===== src/rtl/regf_pkg.sv =====
`default_nettype none
// ============================================================================
// Module   : regf_pkg
// Brief    : Shared defaults, address-width helpers and types for regfile_sb.
// Revision : 1.0 - initial release
// ============================================================================
package regf_pkg;

  localparam int c_def_width = 16;
  localparam int c_def_depth = 8;
  localparam int c_def_nrd   = 2;

  function automatic int aw(input int depth);
    return (depth < 2) ? 1 : $clog2(depth);
  endfunction

  // Address width is derived so that non-power-of-two depths still work.
  function automatic logic addr_ok(input int unsigned a, input int unsigned depth);
    return a < depth;
  endfunction

  localparam int c_def_aw = aw(c_def_depth);

  typedef logic [c_def_aw-1:0]    addr_t;
  typedef logic [c_def_width-1:0] data_t;

endpackage
`default_nettype wire


===== src/rtl/regf_scoreboard.sv =====
`default_nettype none
// ============================================================================
// Module   : regf_scoreboard
// Brief    : Busy bits, pending count, reserve handshake and sticky error.
//            REGF_BYPASS_EN makes rbusy reflect a same-cycle completion.
// Revision : 1.0 - initial release
// ============================================================================
module regf_scoreboard import regf_pkg::*; #(
  parameter int DEPTH = c_def_depth,
  parameter int NRD   = c_def_nrd,
  parameter int AW    = aw(DEPTH)
) (
  input  logic                   clk,
  input  logic                   rst,
  input  logic [NRD-1:0][AW-1:0] rad,
  output logic [NRD-1:0]         rbusy,
  input  logic                   we0,
  input  logic [AW-1:0]          wad0,
  input  logic                   rsv_valid,
  input  logic [AW-1:0]          rsv_ad,
  output logic                   rsv_ready,
  input  logic                   we1,
  input  logic [AW-1:0]          wad1,
  input  logic                   flush,
  output logic [AW:0]            pend_cnt,
  output logic                   err
);

  localparam logic [AW:0] c_one = (AW+1)'(1);

  logic [DEPTH-1:0] r_busy;
  logic [AW:0]      r_pend;
  logic             r_err;
  logic [DEPTH-1:0] w_busy_nxt;
  logic             w_hit1;
  logic             w_accept;
  logic             w_clear;
  logic             w_err_set;

  assign w_hit1   = we1 & addr_ok(32'(wad1), DEPTH);
  // A completion landing on the reserved register frees it in the same cycle.
  assign w_accept = rsv_valid & ~flush & addr_ok(32'(rsv_ad), DEPTH) &
                    (~r_busy[rsv_ad] | (w_hit1 & (wad1 == rsv_ad)));
  assign w_clear  = w_hit1 & r_busy[wad1];
  assign w_err_set = (w_hit1 & ~flush & ~r_busy[wad1]) |
                     (we0 & addr_ok(32'(wad0), DEPTH) & r_busy[wad0]);

  always_comb begin
    w_busy_nxt = r_busy;
    if (w_clear)  w_busy_nxt[wad1]   = 1'b0;
    if (w_accept) w_busy_nxt[rsv_ad] = 1'b1;
    if (flush)    w_busy_nxt         = '0;
  end

  always_ff @(posedge clk or negedge rst) begin
    if (!rst) begin
      r_busy <= '0;
      r_pend <= '0;
      r_err  <= 1'b0;
    end else begin
      r_busy <= w_busy_nxt;
      if (flush)                    r_pend <= '0;
      else if (w_accept & ~w_clear) r_pend <= r_pend + c_one;
      else if (w_clear & ~w_accept) r_pend <= r_pend - c_one;
      if (w_err_set) r_err <= 1'b1;
    end
  end

  for (genvar i = 0; i < NRD; i++) begin : g_rbusy
    logic w_b;
    assign w_b = addr_ok(32'(rad[i]), DEPTH) & r_busy[rad[i]];
`ifdef REGF_BYPASS_EN
    assign rbusy[i] = w_b & ~(w_clear & (wad1 == rad[i]) &
                              ~(w_accept & (rsv_ad == rad[i])));
`else
    assign rbusy[i] = w_b;
`endif
  end

  assign rsv_ready = w_accept;
  assign pend_cnt  = r_pend;
  assign err       = r_err;

endmodule
`default_nettype wire


===== src/rtl/regfile_sb.sv =====
`default_nettype none
// ============================================================================
// Module   : regfile_sb
// Brief    : Multi-port register file with per-register scoreboard.
//            REGF_BYPASS_EN forwards same-cycle write data to the read ports.
// Revision : 1.0 - initial release
// ============================================================================
module regfile_sb import regf_pkg::*; #(
  parameter int WIDTH = c_def_width,
  parameter int DEPTH = c_def_depth,
  parameter int NRD   = c_def_nrd,
  parameter int AW    = aw(DEPTH)
) (
  input  logic                      clk,
  input  logic                      rst,
  input  logic [NRD-1:0][AW-1:0]    rad,
  output logic [NRD-1:0][WIDTH-1:0] rdata,
  output logic [NRD-1:0]            rbusy,
  input  logic                      we0,
  input  logic [AW-1:0]             wad0,
  input  logic [WIDTH-1:0]          wd0,
  input  logic                      rsv_valid,
  input  logic [AW-1:0]             rsv_ad,
  output logic                      rsv_ready,
  input  logic                      we1,
  input  logic [AW-1:0]             wad1,
  input  logic [WIDTH-1:0]          wd1,
  input  logic                      flush,
  output logic [AW:0]               pend_cnt,
  output logic                      err
);

  logic [WIDTH-1:0] r_mem [DEPTH];
  logic             w_we0;
  logic             w_we1;

  assign w_we0 = we0 & addr_ok(32'(wad0), DEPTH);
  assign w_we1 = we1 & addr_ok(32'(wad1), DEPTH);

  // we0 is written last so the younger ALU result wins a same-address clash.
  always_ff @(posedge clk or negedge rst) begin
    if (!rst) begin
      for (int k = 0; k < DEPTH; k++) r_mem[k] <= '0;
    end else begin
      if (w_we1) r_mem[wad1] <= wd1;
      if (w_we0) r_mem[wad0] <= wd0;
    end
  end

  for (genvar i = 0; i < NRD; i++) begin : g_rd
    logic [WIDTH-1:0] w_data;
    always_comb begin
      w_data = '0;
      if (addr_ok(32'(rad[i]), DEPTH)) w_data = r_mem[rad[i]];
`ifdef REGF_BYPASS_EN
      if (w_we1 && (wad1 == rad[i])) w_data = wd1;
      if (w_we0 && (wad0 == rad[i])) w_data = wd0;
`endif
    end
    assign rdata[i] = w_data;
  end

  regf_scoreboard #(
    .DEPTH (DEPTH),
    .NRD   (NRD),
    .AW    (AW)
  ) u_sb (
    .clk       (clk),
    .rst       (rst),
    .rad       (rad),
    .rbusy     (rbusy),
    .we0       (we0),
    .wad0      (wad0),
    .rsv_valid (rsv_valid),
    .rsv_ad    (rsv_ad),
    .rsv_ready (rsv_ready),
    .we1       (we1),
    .wad1      (wad1),
    .flush     (flush),
    .pend_cnt  (pend_cnt),
    .err       (err)
  );

endmodule
`default_nettype wire


===== config.mk =====
export PLATFORM = sky130hd
export DESIGN_NAME = regfile_sb
export DESIGN_NICKNAME = d
export VERILOG_FILES = /design/src/rtl/regf_pkg.sv /design/src/rtl/regf_scoreboard.sv /design/src/rtl/regfile_sb.sv
export SDC_FILE = /design/constraint.sdc
export NUM_CORES = 1
export LEC_CHECK = 0
export ABC_AREA = 0
export BUFFER_PORTS_ARGS = -buffer_cell sky130_fd_sc_hd__buf_2
export CORE_ASPECT_RATIO = 0.5
export CORE_MARGIN = 2
export CORE_UTILIZATION = 55
export DETAILED_ROUTE_END_ITERATION = 10
export GPL_TIMING_DRIVEN = 1
export PLACE_DENSITY = 0.75
export SYNTH_ARGS = -nofsm -noshare
export SYNTH_HDL_FRONTEND = slang
export SYNTH_SLANG_ARGS = --single-unit

===== constraint.sdc =====
create_clock -name clk -period 3.75 [get_ports clk]
set_clock_uncertainty 0.2 [all_clocks]
set_input_delay 0.5625 -clock clk [delete_from_list [all_inputs] [get_ports clk]]
set_output_delay 0.5625 -clock clk [all_outputs]
set_load 0.02 [all_outputs]

Word level (Yosys, flattened, before mapping)

Index checks and enable logic that the tools add are counted.
W data, S select, Z words.

Register bits: 141
Output and inout bits: 40

$add $sub $neg: 2
Order comparisons: 13
Equality and inequality tests: 1
Muxes and demuxes: 34
Bitwise logic cells: 23
Reductions and logical operators: 5

Operator list:

| kind                  | number |
|---|---|
| $bwmux W128           | 2 |
| $mux W128             | 2 |
| $bmux W16 S3          | 2 |
| $demux W16 S3         | 2 |
| $mux W16              | 6 |
| $mux W8               | 3 |
| $lt A3 B4 Y1 const B  | 5 |
| $ge A4 B4 Y1 const B  | 4 |
| $not A3 Y4            | 4 |
| $bmux W1 S3           | 5 |
| $mux W4               | 3 |
| $and A1 B1 Y1         | 9 |
| $and A8 B8 Y8         | 1 |
| $lt A4 B1 Y1 const B  | 2 |
| $not A8 Y8            | 1 |
| $or A8 B8 Y8          | 1 |
| $mux W1               | 7 |
| $demux W1 S3          | 2 |
| $ge A3 B1 Y1 const B  | 2 |
| $not A1 Y1            | 5 |
| $add A4 B1 Y4 const B | 1 |
| $logic_and A1 B1 Y1   | 4 |
| $sub A4 B1 Y4 const B | 1 |
| $eq A3 B3 Y1          | 1 |
| 2 further kinds       | 3 |

Logic depth before layout (Yosys ltp)

Gate-level depths: netlist of the first run.

Word-level depth: 10
Gate-level depth with buffers: 12
Depth with buffers taken out: 10

Hierarchy

Synthesis of the first run repeated with hierarchy kept, for this count alone.

Cells, all modules: 841
Area, all modules: 9,480.3 sq um

By module, submodules not included:

| module          | instances | cells an instance | area each (sq um) | sequential area each (sq um) |
|---|---|---|---|---|
| regfile_sb      | 1         | 715               | 8,251.7           | 3,203.1 |
| regf_scoreboard | 1         | 126               | 1,228.7           | 325.3 |

Least setup slack after synthesis of the first run

Ideal clock, no wire load.

Path kind: in2reg
From: input port wad1[2]
To: register u_sb.r_pend[3], in the netlist u_sb.pend_cnt[3]
Library setup time: 0.072 ns
Data arrival time: 3.157 ns
Path slack: 0.321 ns
Cell stages on the path: 11
Buffers on the path: 2
Cell sequence: buf_6 -> mux2_2 -> mux4_2 -> o21ai_4 -> buf_4 -> nand2_1 -> ha_1 -> a21o_2 -> a21o_2 -> or4b_1 -> nand4b_1

Longest elaborated chain between the ends: 7

RTL lines:

| what                                                           | RTL line                                     | RTL |
|---|---|---|
| start: declaration                                             | regfile_sb.sv:26                             | `input logic [AW-1:0] wad1,` |
| $bmux W1 S3 or $eq A3 B3 Y1 (tied branches)                    | regf_scoreboard.sv:44, regf_scoreboard.sv:43 |  |
| $mux W1 (implied by the code) or $and A1 B1 Y1 (tied branches) | regf_scoreboard.sv:44, regf_scoreboard.sv:43 |  |
| $and A1 B1 Y1 or $or A1 B1 Y1 (tied branches)                  | regf_scoreboard.sv:44, regf_scoreboard.sv:43 |  |
| $not A1 Y1 or $and A1 B1 Y1 (tied branches)                    | regf_scoreboard.sv:63, regf_scoreboard.sv:42 |  |
| $and A1 B1 Y1 or $not A1 Y1 (tied branches)                    | regf_scoreboard.sv:63, regf_scoreboard.sv:64 |  |
| $mux W4 or $and A1 B1 Y1 (tied branches)                       | regf_scoreboard.sv:63, regf_scoreboard.sv:64 |  |
| $mux W4 or $reduce_bool A3 Y1 (tied branches)                  | --                                           |  |
| end signal: assignment                                         | regf_scoreboard.sv:63                        | `else if (w_accept & ~w_clear) r_pend <= r_pend + c_one;` |
| end signal: assignment                                         | regf_scoreboard.sv:64                        | `else if (w_clear & ~w_accept) r_pend <= r_pend - c_one;` |
| end: declaration                                               | regf_scoreboard.sv:32                        | `logic [AW:0] r_pend;` |

Parallel ways exist; a longest one is shown, timed or not. The select of a mux whose other input is x is not followed.
A chain may end at the register's enable or synchronous reset.

Worst setup path in the final report of the first run

From: register u_sb.r_busy[1]
To: register u_sb.r_pend[3], in the netlist u_sb.pend_cnt[3]

Longest elaborated chain between the ends: 8

RTL lines:

| what                                          | RTL line                                     | RTL |
|---|---|---|
| start: declaration                            | regf_scoreboard.sv:31                        | `logic [DEPTH-1:0] r_busy;` |
| start signal: assignment                      | regf_scoreboard.sv:61                        | `r_busy <= w_busy_nxt;` |
| $bmux W1 S3                                   | regf_scoreboard.sv:43                        | `(~r_busy[rsv_ad] \| (w_hit1 & (wad1 == rsv_ad)));` |
| $mux W1 (implied by the code)                 | regf_scoreboard.sv:43                        |  |
| $not A1 Y1                                    | regf_scoreboard.sv:43                        |  |
| $or A1 B1 Y1                                  | regf_scoreboard.sv:43                        |  |
| $and A1 B1 Y1                                 | regf_scoreboard.sv:42                        | `assign w_accept = rsv_valid & ~flush & addr_ok(32'(rsv_ad), DEPTH) &` |
| $and A1 B1 Y1 or $not A1 Y1 (tied branches)   | regf_scoreboard.sv:63, regf_scoreboard.sv:64 |  |
| $mux W4 or $and A1 B1 Y1 (tied branches)      | regf_scoreboard.sv:63, regf_scoreboard.sv:64 |  |
| $mux W4 or $reduce_bool A3 Y1 (tied branches) | --                                           |  |

Parallel ways exist; a longest one is shown, timed or not. The select of a mux whose other input is x is not followed.

==> results of run 1 <==
## worst max-delay path, cell delays in order, from the launching register on
cell      delay [ns]
dfrtp_1         0.45
mux2_2          0.28
mux4_2          0.50
o21ai_4         0.17
nand2_1         0.12
ha_1            0.29
a21o_2          0.22
a21o_2          0.23
or4b_1          0.46
nand4b_1        0.10
## cell usage in the layout, fill, tap and decap left out, types with 3 or more instances in the layout
cell	n
a21oi_1	72
buf_12	5
buf_2	91
buf_4	22
clkbuf_16	17
clkinvlp_4	3
dfrtp_1	141
inv_1	4
inv_6	6
mux2_2	39
mux2i_1	133
mux4_2	72
nand2_1	75
nand2b_1	5
nand3_1	3
nand4_1	5
nand4b_1	8
nor2_1	73
o21ai_0	70
o311ai_0	3
xnor2_1	4
## flip-flops by register name, indices dropped and copies added, names as in the netlist
signal         flops
r_mem            128
u_sb.r_busy        8
u_sb.pend_cnt      4
u_sb.err           1
## final cells by class
cell class	count	area share (%)
Clock buffer	17	4.13
Clock inverter	15	1.70
Inverter	5	0.182
Multi-Input combinational cell	588	49.8
Sequential cell	141	34.2
Tap cell	227	2.76
Timing Repair Buffer	120	7.20
## metal layers
layer,routed length (um),global-route usage [%]
met5,0,0
met4,528,11.4
met3,2110,5.69
met2,11300,45.5
met1,10500,40.8
## worst paths after layout
check                              endpoint  depth (start not counted)           start  slack, ns
setup / recovery           u_sb.pend_cnt[3]                          9  u_sb.r_busy[1]       0.67
hold reg to reg                    u_sb.err                          2        u_sb.err       0.27
min in group asynchronous    u_sb.r_busy[0]                          2             rst       0.53
setup reg to reg           u_sb.pend_cnt[3]                          9  u_sb.r_busy[1]       0.67
hold / removal                    r_mem[86]                          3          wd0[6]       0.26
max in group asynchronous         r_mem[54]                          3             rst       1.98
## cell families (layout without fill, tap and decap cells)
family          count (synthesis)  count (layout)  share of synthesized area [%]
mux                           244             244                           37.1
simple gates                  184             184                           8.82
compound gates                152             152                           8.82
flops                         141             141                           38.6
buf+inv                       109             157                           5.59
xor+xnor                        5               5                          0.561
fa+ha+maj                       3               3                          0.493
## power groups by stage
stage,registers (mW),logic (mW),clock network [mW]
after floorplan,2.02,1.04,0
after global placement,2.06,1.32,0
after detailed placement,2.09,1.36,0
after CTS,2.07,1.37,1.74
after global routing,2.12,1.49,1.81
final,2.08,1.37,1.73
## what timing repair did
item / 4_1_cts / 5_1_grt
hold endpoints to repair: 2 / 0
hold buffers: 1 / 0
buffers inserted: 0 / 0
## stage by stage
step           setup slack [ns]  cells  hold WS, ns  util (%)  area [sq um]
3_3_place_gp              0.403   1080        0.280      59.4          9690
6_report                  0.667   1113        0.259      63.2         10300
3_5_place_dp              0.359   1080        0.257      59.4          9690
4_1_cts                   0.680   1113        0.243      63.2         10300
5_1_grt                   0.596   1113        0.259      63.2         10300
2_1_floorplan             0.321    838       0.0669         -          9140
==> summary.md, run 1 <==
| Metric | Value |
|---|---|
| Worst-skew pair later-pin latency | `0.42 ns` |
| Comb pwr share | `26.4%` |
| Maximum fanout along the worst path | `6` |
| EDFF count, synth | `0` |
| Critical Path Source Type | `flip-flop` |
| Tot Pwr | `5.18 mW` |
| Register share of total power | `40.1%` |
| Post-synthesis cell area | `9140 sq um` |
| CTS tree | `built` |
| Detailed placer's ending HPWL | `approximately 15000 um` |
| Slew at the pin closest to its max-slew limit | `approximately 0.73 ns` |
| Routed wire length | `24500 um` |
| N_diodes | `0` |
| Syn nets | `894` |
| Die Span X | `about 190 um` |
| Global route overflow | `0` |
| Core area | `16300 sq um` |
| Top cell type by total area after synthesis | `dfrtp_1` |
| Psw | `1.63 mW` |
| CTS root buf | `clkbuf_16` |
| Starting Density | `56.0%` |
| Worst min path class | `input port to flip-flop` |
| H-tree levels | `4` |
| Ys Warns | `0` |
| Router iterations before antenna repair | `5` |
| Residual DRC | `0` |
| Max-slew headroom | `approximately half` |
| CTS resizes | `0` |
| CP Data Arrival Time | `3.24 ns` |
| Netlist cell types | `41` |
| Setup TNS | `0 ns` |
| Switching Share | `approximately a third` |
| Async S/R FF share, synth | `100%` |
| Unrepaired setup endpoints after global routing | `no` |
| Seq/Total Area, Yosys | `38.6%` |
| Cell internal pwr | `~3.5 mW` |
| GRT Util Overall | `29.2%` |
| Clock share of power | `between 30% and 40%` |
| Routed len/inst | `22.0 um` |
| Final period util | `82.2%` |
| Initial antenna violation count | `0` |
| Fin crit period | `around 3.1 ns` |
| Via count | `approximately 7000` |
| Syn Inst Count | `838` |
| Die area | `17700 sq um` |
| Die Height | `between 90 and 100 um` |
| #FFs+latches synth | `roughly 140` |
| Crit. End Element | `flip-flop` |
| Final net count | `around 930` |
| Vias/cell | `6.31` |
| Pwr dens | `502 nW/um^2` |
| Final Hold Fails | `0` |
| Vias in the first global route | `~7000` |
| Row cnt | `33` |
| Register area | `roughly 3500 sq um` |
| Clk sinks | `around 140` |
| VDD IR max | `0.325 mV` |
| Leak | `4.46 nW` |
| Clock Path Buffers | `2` |
| Area of the multi-input gates | `5130 sq um` |
| Slew Viols, Final | `0` |
| Largest net degree at the start of global routing | `75` |
| TritonCTS Buffers | `17` |
| Worst path required time | `3.91 ns` |
| 1st-iter DRT viols | `719` |
| Area fraction of the dominant cell type after synthesis | `around two fifths` |
| Worst-path clk slew | `0.07 ns` |
| Layout cells sized above 1 | `30.9%` |
| Count leader, synth | `dfrtp_1` |
| CP Class | `flip-flop to flip-flop` |
| Gpl congestion | `0.948` |
| Global-route wire length before repair | `38500 um` |
| Maxcap violations | `0` |
| Outcome | `completed` |
| Avg Cell Area, Syn | `10.9 sq um` |
| Leading post-synthesis cells by cell area | `dfrtp_1, mux4_2, mux2i_1` |
| Syn-to-layout area delta | `12.8%` |
| Fmax | `0.324 GHz` |
| Top_reg_cell synth | `dfrtp_1` |
| Fillers | `1242` |
| Number of port buffers | `92` |
| Synth top cells by count | `dfrtp_1, mux2i_1, nand2_1, nor2_1` |
| ANT nets after route | `0` |
| Top-Level Pins | `a little over 90` |
| Final setup violation count | `0` |
Power figures use the tool's default switching activity.
==> inputs of run 2 (changes only) <==
Settings changed: ABC_AREA 0 to 1, PLACE_DENSITY 0.75 to 0.78.
Clock period 3.75 ns to 2.5 ns, I/O delays scaled along.
==> run 2 against run 1 <==
  * Wire length increased by 48%
  * Final cell count increased by 50%
  * First-iteration DRC count increased by 140%
  * Setup slack got worse by 0.57 ns
  * Critical path depth increased by 7
  * Synthesized area increased by 3.0%
  * Total power increased by 55%
  * Critical path type unchanged
  * Global-route usage increased by 11 points
==> summary.md, run 2 <==
| Metric | Value |
|---|---|
| Outcome | `completed` |
| Vias in the first global route | `10329 (+48%)` |
| DP Area | `10400 sq um (+7.3%)` |
| Residual DRC | `0 (unchanged)` |
| Synth Area in Compound Gates | `31.5% (+23 points)` |
| Reg-to-reg endpoint | `u_sb.pend_cnt[3]` |
| Wire length on met1 | `13400 um (+28%)` |
| Hold wc startpoint | `we0` |
| Leading post-synthesis cells by cell area | `dfrtp_1, o21ai_0, nand2_1` |
| TritonCTS Buffers | `17 (unchanged)` |
| Row cnt | `33 (unchanged)` |
| Final period util | `96.0% (+14 points)` |
| Synth top cells by count | `nand2_1, o21ai_0, a21oi_1` |
| Final Hold Fails | `0 (unchanged)` |
| Routed len/inst | `21.6 um (-1.7%)` |
| Via count | `11116 (+58%)` |
| Worst Setup EP | `u_sb.pend_cnt[3]` |
| Router iterations before antenna repair | `8 (+3)` |
| Clk sinks | `141 (unchanged)` |
| Crit. End Element | `flip-flop` |
| VDD IR max | `0.543 mV (+67%)` |
| Initial antenna violation count | `1 (+1)` |
| Psw | `2.71 mW (+66%)` |
| CTS root buf | `clkbuf_16` |
| Critical Path Source Type | `flip-flop` |
| Top_reg_cell synth | `dfrtp_1` |
| Slew at the pin closest to its max-slew limit | `0.596 ns (-0.137 ns)` |
| Area fraction of the dominant cell type after synthesis | `37.5% (-1.1 points)` |
| Clock Path Buffers | `2 (unchanged)` |
| Count leader, synth | `nand2_1` |
| Register share of total power | `37.4% (-2.7 points)` |
| Die area | `18200 sq um (+2.9%)` |
| Core area | `16600 sq um (+1.5%)` |
| Max FFs per register | `128 (unchanged)` |
| Commonest non-fill, non-tap cells in the layout | `nand2_1, o21ai_0, a21oi_1` |
| Worst-path clk slew | `0.06 ns (about the same)` |
| Final setup violation count | `0 (unchanged)` |
| Final WS setup | `0.0996 ns (-0.568 ns)` |
| Met2 wire length | `15600 um (+38%)` |
| Top cell type by total area after synthesis | `dfrtp_1` |
| Fin crit period | `2.40 ns (-0.682 ns)` |
| Starting Density | `56.9% (+0.83 points)` |
| Vias/cell | `6.64 (+5.3%)` |
| Cell area after layout | `11100 sq um (+8.2%)` |
| Largest net degree at the start of global routing | `52 (-31%)` |
| CP Class | `flip-flop to flip-flop` |
| Syn Inst Count | `1360 (+62%)` |
| Maxcap violations | `0 (unchanged)` |
| Clock share of power | `35.0% (+1.6 points)` |
| Post-Synth Simple-Gate Area | `20.0% (+11 points)` |
| Gpl congestion | `0.994 (+4.9%)` |
| Layout cells sized above 1 | `16.9% (-14 points)` |
| Fmax | `0.417 GHz (+28%)` |
| Mux contribution to synthesized area | `0% (-37 points)` |
| Unrepaired setup endpoints after global routing | `yes` |
| Commonest non-fill, non-tap cell in the layout | `nand2_1` |
| Global-route wire length before repair | `55100 um (+43%)` |
| 1st-iter DRT viols | `1747 (+140%)` |
| Dpl ws | `-0.256 ns (-0.615 ns)` |
| Ys Warns | `0 (unchanged)` |
| Highest routed layer | `met4` |
| Biggest register | `r_mem` |
| Max-slew headroom | `60.3% (+9.1 points)` |
| XOR/XNOR Fraction of Synth Area | `0.186% (-0.38 points)` |
| Worst-skew pair later-pin latency | `0.42 ns (about the same)` |
| Worst Reg-to-Reg Cells | `16 (+7)` |
| Largest family of logic cells by synthesized area | `compound AO/OA/AOI/OAI gates` |
| Die Span X | `189 um (+1.5%)` |
| Die Height | `96.5 um (+1.4%)` |
| Number of port buffers | `92 (unchanged)` |
| Syn nets | `1416 (+58%)` |
| GRT Util Overall | `39.8% (+11 points)` |
| Seq/Total Area, Yosys | `37.5% (-1.1 points)` |
| Worst path required time | `2.62 ns (-1.29 ns)` |
| Avg Cell Area, Syn | `6.92 sq um (-37%)` |
| CTS tree | `built` |
| Global route overflow | `0 (unchanged)` |
| ANT nets after route | `0 (unchanged)` |
| Post-Synth Adder-Cell Area | `0.478% (-0.014 points)` |
| H-tree levels | `4 (unchanged)` |
| #FFs+latches synth | `141 (unchanged)` |
| Detailed placer's ending HPWL | `22100 um (+51%)` |
| Final net count | `1490 (+60%)` |
| Worst r2r src | `u_sb.r_busy[3]` |
| Pwr dens | `718 nW/um^2 (+43%)` |
| Slew Viols, Final | `0 (unchanged)` |
| Worst min path class | `input port to flip-flop` |
| Netlist cell types | `38 (-7.3%)` |
| Comb pwr share | `27.6% (+1.2 points)` |
| CP Data Arrival Time | `2.52 ns (-0.72 ns)` |
| Top-Level Pins | `93 (unchanged)` |
| Cell internal pwr | `5.30 mW (+50%)` |
| R2R setup slack | `0.1 ns (-0.57 ns)` |
| EDFF count, synth | `0 (unchanged)` |
| Routed wire length | `36200 um (+48%)` |
| CP Launch Point | `u_sb.r_busy[3]` |
| Async S/R FF share, synth | `100% (unchanged)` |
| Syn-to-layout area delta | `18.4%` |
| Maximum fanout along the worst path | `4 (-2)` |
| Switching Share | `33.8% (+2.3 points)` |
| DR WL met3 | `5430 um (+160%)` |
| Leak | `5.20 nW (+17%)` |
| Post-synthesis cell area | `9420 sq um (+3.0%)` |
==> run 2: cell types whose count changed after synthesis, moves of 16 or more <==
cell,delta
mux2_2,-39
nand3_1,+61
a31oi_1,+83
mux4_2,-72
clkbuf_1,+28
o21ai_0,+145
o22ai_1,+16
inv_1,+105
nand2_1,+165
mux2i_1,-133
o211ai_1,+68
nor2_1,+28
a21oi_1,+70
==> run 2: logic make-up (layout without fill, tap and decap cells) <==
logic type / after synthesis / in the layout
flops: 141 / 141
xor+xnor: 2 / 2
fa+ha+maj: 3 / 3
simple gates: 444 / 444
compound gates: 530 / 530
other cells: 0 / 1
buf+inv: 240 / 326
==> run 2: area by class of cell <==
type                            instances  area [sq um]
Fill cell                            1404          5410
Multi-Input combinational cell        979          4960
Sequential cell                       141          3530
Timing Repair Buffer                  179          1300
Inverter                              116           442
Clock buffer                           20           437
Tap cell                              227           284
Clock inverter                         11           193
Antenna cell                            1          2.50
==> run 2: worst min-delay path by stage <==
| stage | end | slack (ns) | cells after the start |
|---|---|---|---|
| finish | u_sb.err | 0.04 | 3 |
| floorplan | r_mem[0] | -0.12 | 0 |
| global placement | u_sb.pend_cnt[0] | 0.13 | 1 |
| global route | u_sb.err | 0.05 | 3 |
| detailed placement | u_sb.pend_cnt[0] | 0.14 | 1 |
| CTS | u_sb.err | 0.03 | 3 |
==> run 2: stage by stage <==
stage          utilization [%]  cells  power, mW  hold WS (ns)  setup TNS [ns]
6_report                  67.3   1674       8.01        0.0371               0
5_1_grt                   67.3   1673       8.38        0.0483         -0.0372
4_1_cts                   66.8   1666       7.90        0.0319               0
3_5_place_dp              62.8   1633       5.12         0.137          -0.256
3_3_place_gp              62.8   1633       5.03         0.127          -0.183
2_1_floorplan                -   1360       4.39        -0.121               0
==> run 2: critical path, cell delays in order (launching register included) <==
cell and delay [ns]:
dfrtp_1 0.44, inv_2 0.09, nand2_1 0.05, nand3_1 0.09, nand2_2 0.08, o21ai_4 0.20
nand3_4 0.13, ha_4 0.27, a21oi_2 0.12, nand2_1 0.08, or2_4 0.23, nand2_4 0.07
inv_2 0.03, nand2_1 0.05, nand2_1 0.04, nand2_1 0.06, nand2_1 0.05
==> run 2: layer usage <==
| layer | up-vias | track usage, % |
|---|---|---|
| met3 | 176 | 10.8 |
| met4 | 0 | 21.2 |
| met5 | - | 0 |
| met2 | 1010 | 62.2 |
| met1 | 5084 | 51.2 |
| li1 | 4846 | - |
==> run 2: power by group through the flow <==
stage	clock network (mW)	registers (mW)	logic, mW
6_report	2.80	2.99	2.21
5_1_grt	2.91	3.03	2.44
4_1_cts	2.79	2.98	2.13
3_5_place_dp	0	3.01	2.11
3_3_place_gp	0	2.99	2.03
2_1_floorplan	0	2.95	1.44
==> run 2: timing repair <==
item,CTS,global route
setup endpoints to repair,1,1
hold buffers,1,0
gates resized for setup,4,13
hold endpoints to repair,40,0
buffers inserted,1,7
gates cloned,0,0
pin swaps,1,10
==> inputs of run 3 (changes only) <==
Settings changed: ABC_AREA 1 to default, CORE_UTILIZATION 55 to 54, PLACE_DENSITY 0.78 to 0.77.
==> run 3 against run 2 <==
  * The run now ends with setup timing left
  * Non-clock buffer count fell by 19
  * Highest routed layer is now met5
  * Die area fell by 1.1%
  * Worst hold slack got worse by 0.0018 ns
  * Critical path depth fell by 6
  * Final cell count fell by 31%
  * Sequential power rose by 5%
  * Combinational power fell by 2%
  * Clock-buffer cell count fell by 2
  * First-iteration DRC count fell by 52%
  * Register-to-register slack got worse by 0.45 ns
  * Utilization fell by 1.6 points
  * Total power fell by 0.33%
==> summary.md, run 3 (synthesis gave the netlist of run 1 again) <==
| Metric | Value |
|---|---|
| Outcome | `complete, but fails checks` |
| Failing checks | `setup timing` |
| Reg-to-reg endpoint | `u_sb.pend_cnt[3]` |
| Clk sinks | `141 (unchanged)` |
| Worst-path clk slew | `0.06 ns (about the same)` |
| Worst min path class | `input port to flip-flop` |
| Vias in the first global route | `7417 (-28%)` |
| Global route overflow | `0 (unchanged)` |
| Row cnt | `33 (unchanged)` |
| Critical-path top delay cell | `mux4_2` |
| Hold wc startpoint | `rsv_ad[2]` |
| Worst path required time | `2.66 ns (+0.04 ns)` |
| Maxcap violations | `0 (unchanged)` |
| Max FFs per register | `128 (unchanged)` |
| Core Util, Final | `65.7% (-1.6 points)` |
| Vias/cell | `6.37 (-4.1%)` |
| Initial antenna violation count | `2 (+1)` |
| Final Hold Fails | `0 (unchanged)` |
| Slew Viols, Final | `0 (unchanged)` |
| Wire length on met1 | `11100 um (-17%)` |
| Router iterations before antenna repair | `5 (-3)` |
| Cell mode on critical path | `a21o_2` |
| Leak | `4.73 nW (-9.1%)` |
| CP Launch Point | `u_sb.r_busy[5]` |
| CTS root buf | `clkbuf_16` |
| Final net count | `969 (-35%)` |
| Maximum fanout along the worst path | `3 (-1)` |
| Max incr delay on CP | `0.49 ns (+0.05 ns)` |
| Fin crit period | `2.85 ns (+0.453 ns)` |
| VDD IR max | `0.452 mV (-17%)` |
| Clock Path Buffers | `2 (unchanged)` |
| Worst-skew pair later-pin latency | `0.43 ns (about the same)` |
| CP bufs+invs | `1 (-1)` |
| Core area | `16500 sq um (-0.50%)` |
| Syn-to-layout area delta | `18.4% (about the same)` |
| CP Class | `flip-flop to flip-flop` |
| TritonCTS Buffers | `17 (unchanged)` |
| Critical Path Source Type | `flip-flop` |
| Residual DRC | `0 (unchanged)` |
| H-tree levels | `4 (unchanged)` |
| Routed wire length | `26700 um (-26%)` |
| DR WL met3 | `2250 um (-58%)` |
| GRT Util Overall | `30.7% (-9.1 points)` |
| Routed len/inst | `23.1 um (+7.2%)` |
| Met2 wire length | `12700 um (-19%)` |
| Largest net degree at the start of global routing | `62 (+19%)` |
| Unrepaired setup endpoints after global routing | `yes` |
| Crit. End Element | `flip-flop` |
| Max-slew headroom | `60.3% (about the same)` |
| Top-Level Pins | `93 (unchanged)` |
| Stages on the worst setup path | `10 (-6)` |
| Number of port buffers | `92 (unchanged)` |
| Tot Pwr | `7.98 mW (-0.33%)` |
| Setup TNS | `-0.713 ns (-0.713 ns)` |
| CP Data Arrival Time | `3.02 ns (+0.50 ns)` |
| Final WS setup | `-0.354 ns (-0.453 ns)` |
| Via count | `7347 (-34%)` |
| CTS tree | `built` |
| Die area | `18000 sq um (-1.1%)` |
| Layout cells sized above 1 | `34.3% (+17 points)` |
| Detailed placer's ending HPWL | `16400 um (-26%)` |
| Pwr dens | `737 nW/um^2 (+2.7%)` |
| Starting Density | `55.5% (-1.4 points)` |
| ANT nets after route | `0 (unchanged)` |
| 1st-iter DRT viols | `837 (-52%)` |
| Final setup violation count | `5 (+5)` |
| Highest routed layer | `met5` |
| Gpl congestion | `0.888 (-11%)` |
| Dpl ws | `-0.561 ns (-0.305 ns)` |
| Worst r2r src | `u_sb.r_busy[5]` |
| Worst Setup EP | `u_sb.pend_cnt[3]` |
| Fmax | `0.350 GHz (-16%)` |
| Final period util | `114% (+18 points)` |
| Biggest register | `r_mem` |
| Die Height | `96.0 um (-0.54%)` |
| Worst Reg-to-Reg Cells | `10 (-6)` |
| CP Cell Sequence | `buf_4, mux2i_1, mux4_2, o211a_4, nand2_4, ha_4, a21o_2, a21o_2, or4b_1, nand4b_1` |
| Commonest non-fill, non-tap cells in the layout | `dfrtp_1, mux2i_1, buf_2` |
| Die Span X | `188 um (-0.56%)` |
| Kind of cell adding the most delay to the critical path | `compound AO/OA/AOI/OAI gates` |
| Commonest non-fill, non-tap cell in the layout | `dfrtp_1` |
| Global-route wire length before repair | `41100 um (-25%)` |
| Slew at the pin closest to its max-slew limit | `0.595 ns (-0.000426 ns)` |
| R2R setup slack | `-0.35 ns (-0.45 ns)` |
[run 3: final cells by class]
type                       instances  area, sq um
fill                            1204         5650
multi-input combinational        588         5180
sequential                       141         3530
timing repair buffer             160         1200
clock buffer                      18          439
tap                              227          284
clock inverter                    14          171
inverter                           5         18.8
antenna                            1         2.50
[run 3: worst register-to-register path, stage by stage (launching register included)]
cell      delay, ns
dfrtp_1        0.40
buf_4          0.13
mux2i_1        0.06
mux4_2         0.49
o211a_4        0.29
nand2_4        0.09
ha_4           0.19
a21o_2         0.19
a21o_2         0.19
or4b_1         0.47
nand4b_1       0.10
[run 3: per-stage QoR]
stage	instances	hold slack [ns]	cell area (sq um)
2_1_floorplan	838	-0.121	9180
3_3_place_gp	1119	0.192	10200
3_5_place_dp	1119	0.197	10200
4_1_cts	1153	0.0272	10800
5_1_grt	1154	0.0504	10800
6_report	1154	0.0352	10800
[run 3: layer usage]
layer / track usage, % / vias up
met5: 0 / -
met3: 6.74 / 59
met4: 12.7 / 2
met1: 40.3 / 3699
li1: - / 3201
met2: 50.5 / 386
[run 3: worst min-delay path by stage]
stage | endpoint | slack (ns) | cells past startpoint
floorplan | r_mem[0] | -0.12 | 0
global placement | r_mem[106] | 0.19 | 1
detailed placement | r_mem[106] | 0.20 | 1
CTS | u_sb.r_busy[0] | 0.03 | 2
global route | u_sb.r_busy[0] | 0.05 | 2
finish | u_sb.r_busy[0] | 0.04 | 2
[run 3: power breakdown]
group | internal [mW] | switching (mW)
sequential | 2.75 | 0.390
clock | 1.54 | 1.13
combinational | 1.12 | 1.04
total | 5.41 | 2.57
[run 3: repair_timing]
item | in CTS | in global routing
hold buffers | 1 | 0
endpoints found under the hold margin | 56 | 0
pin swaps | 3 | 3
gates resized for setup | 6 | 4
endpoints found under the setup margin | 5 | 7
setup buffers | 1 | 0
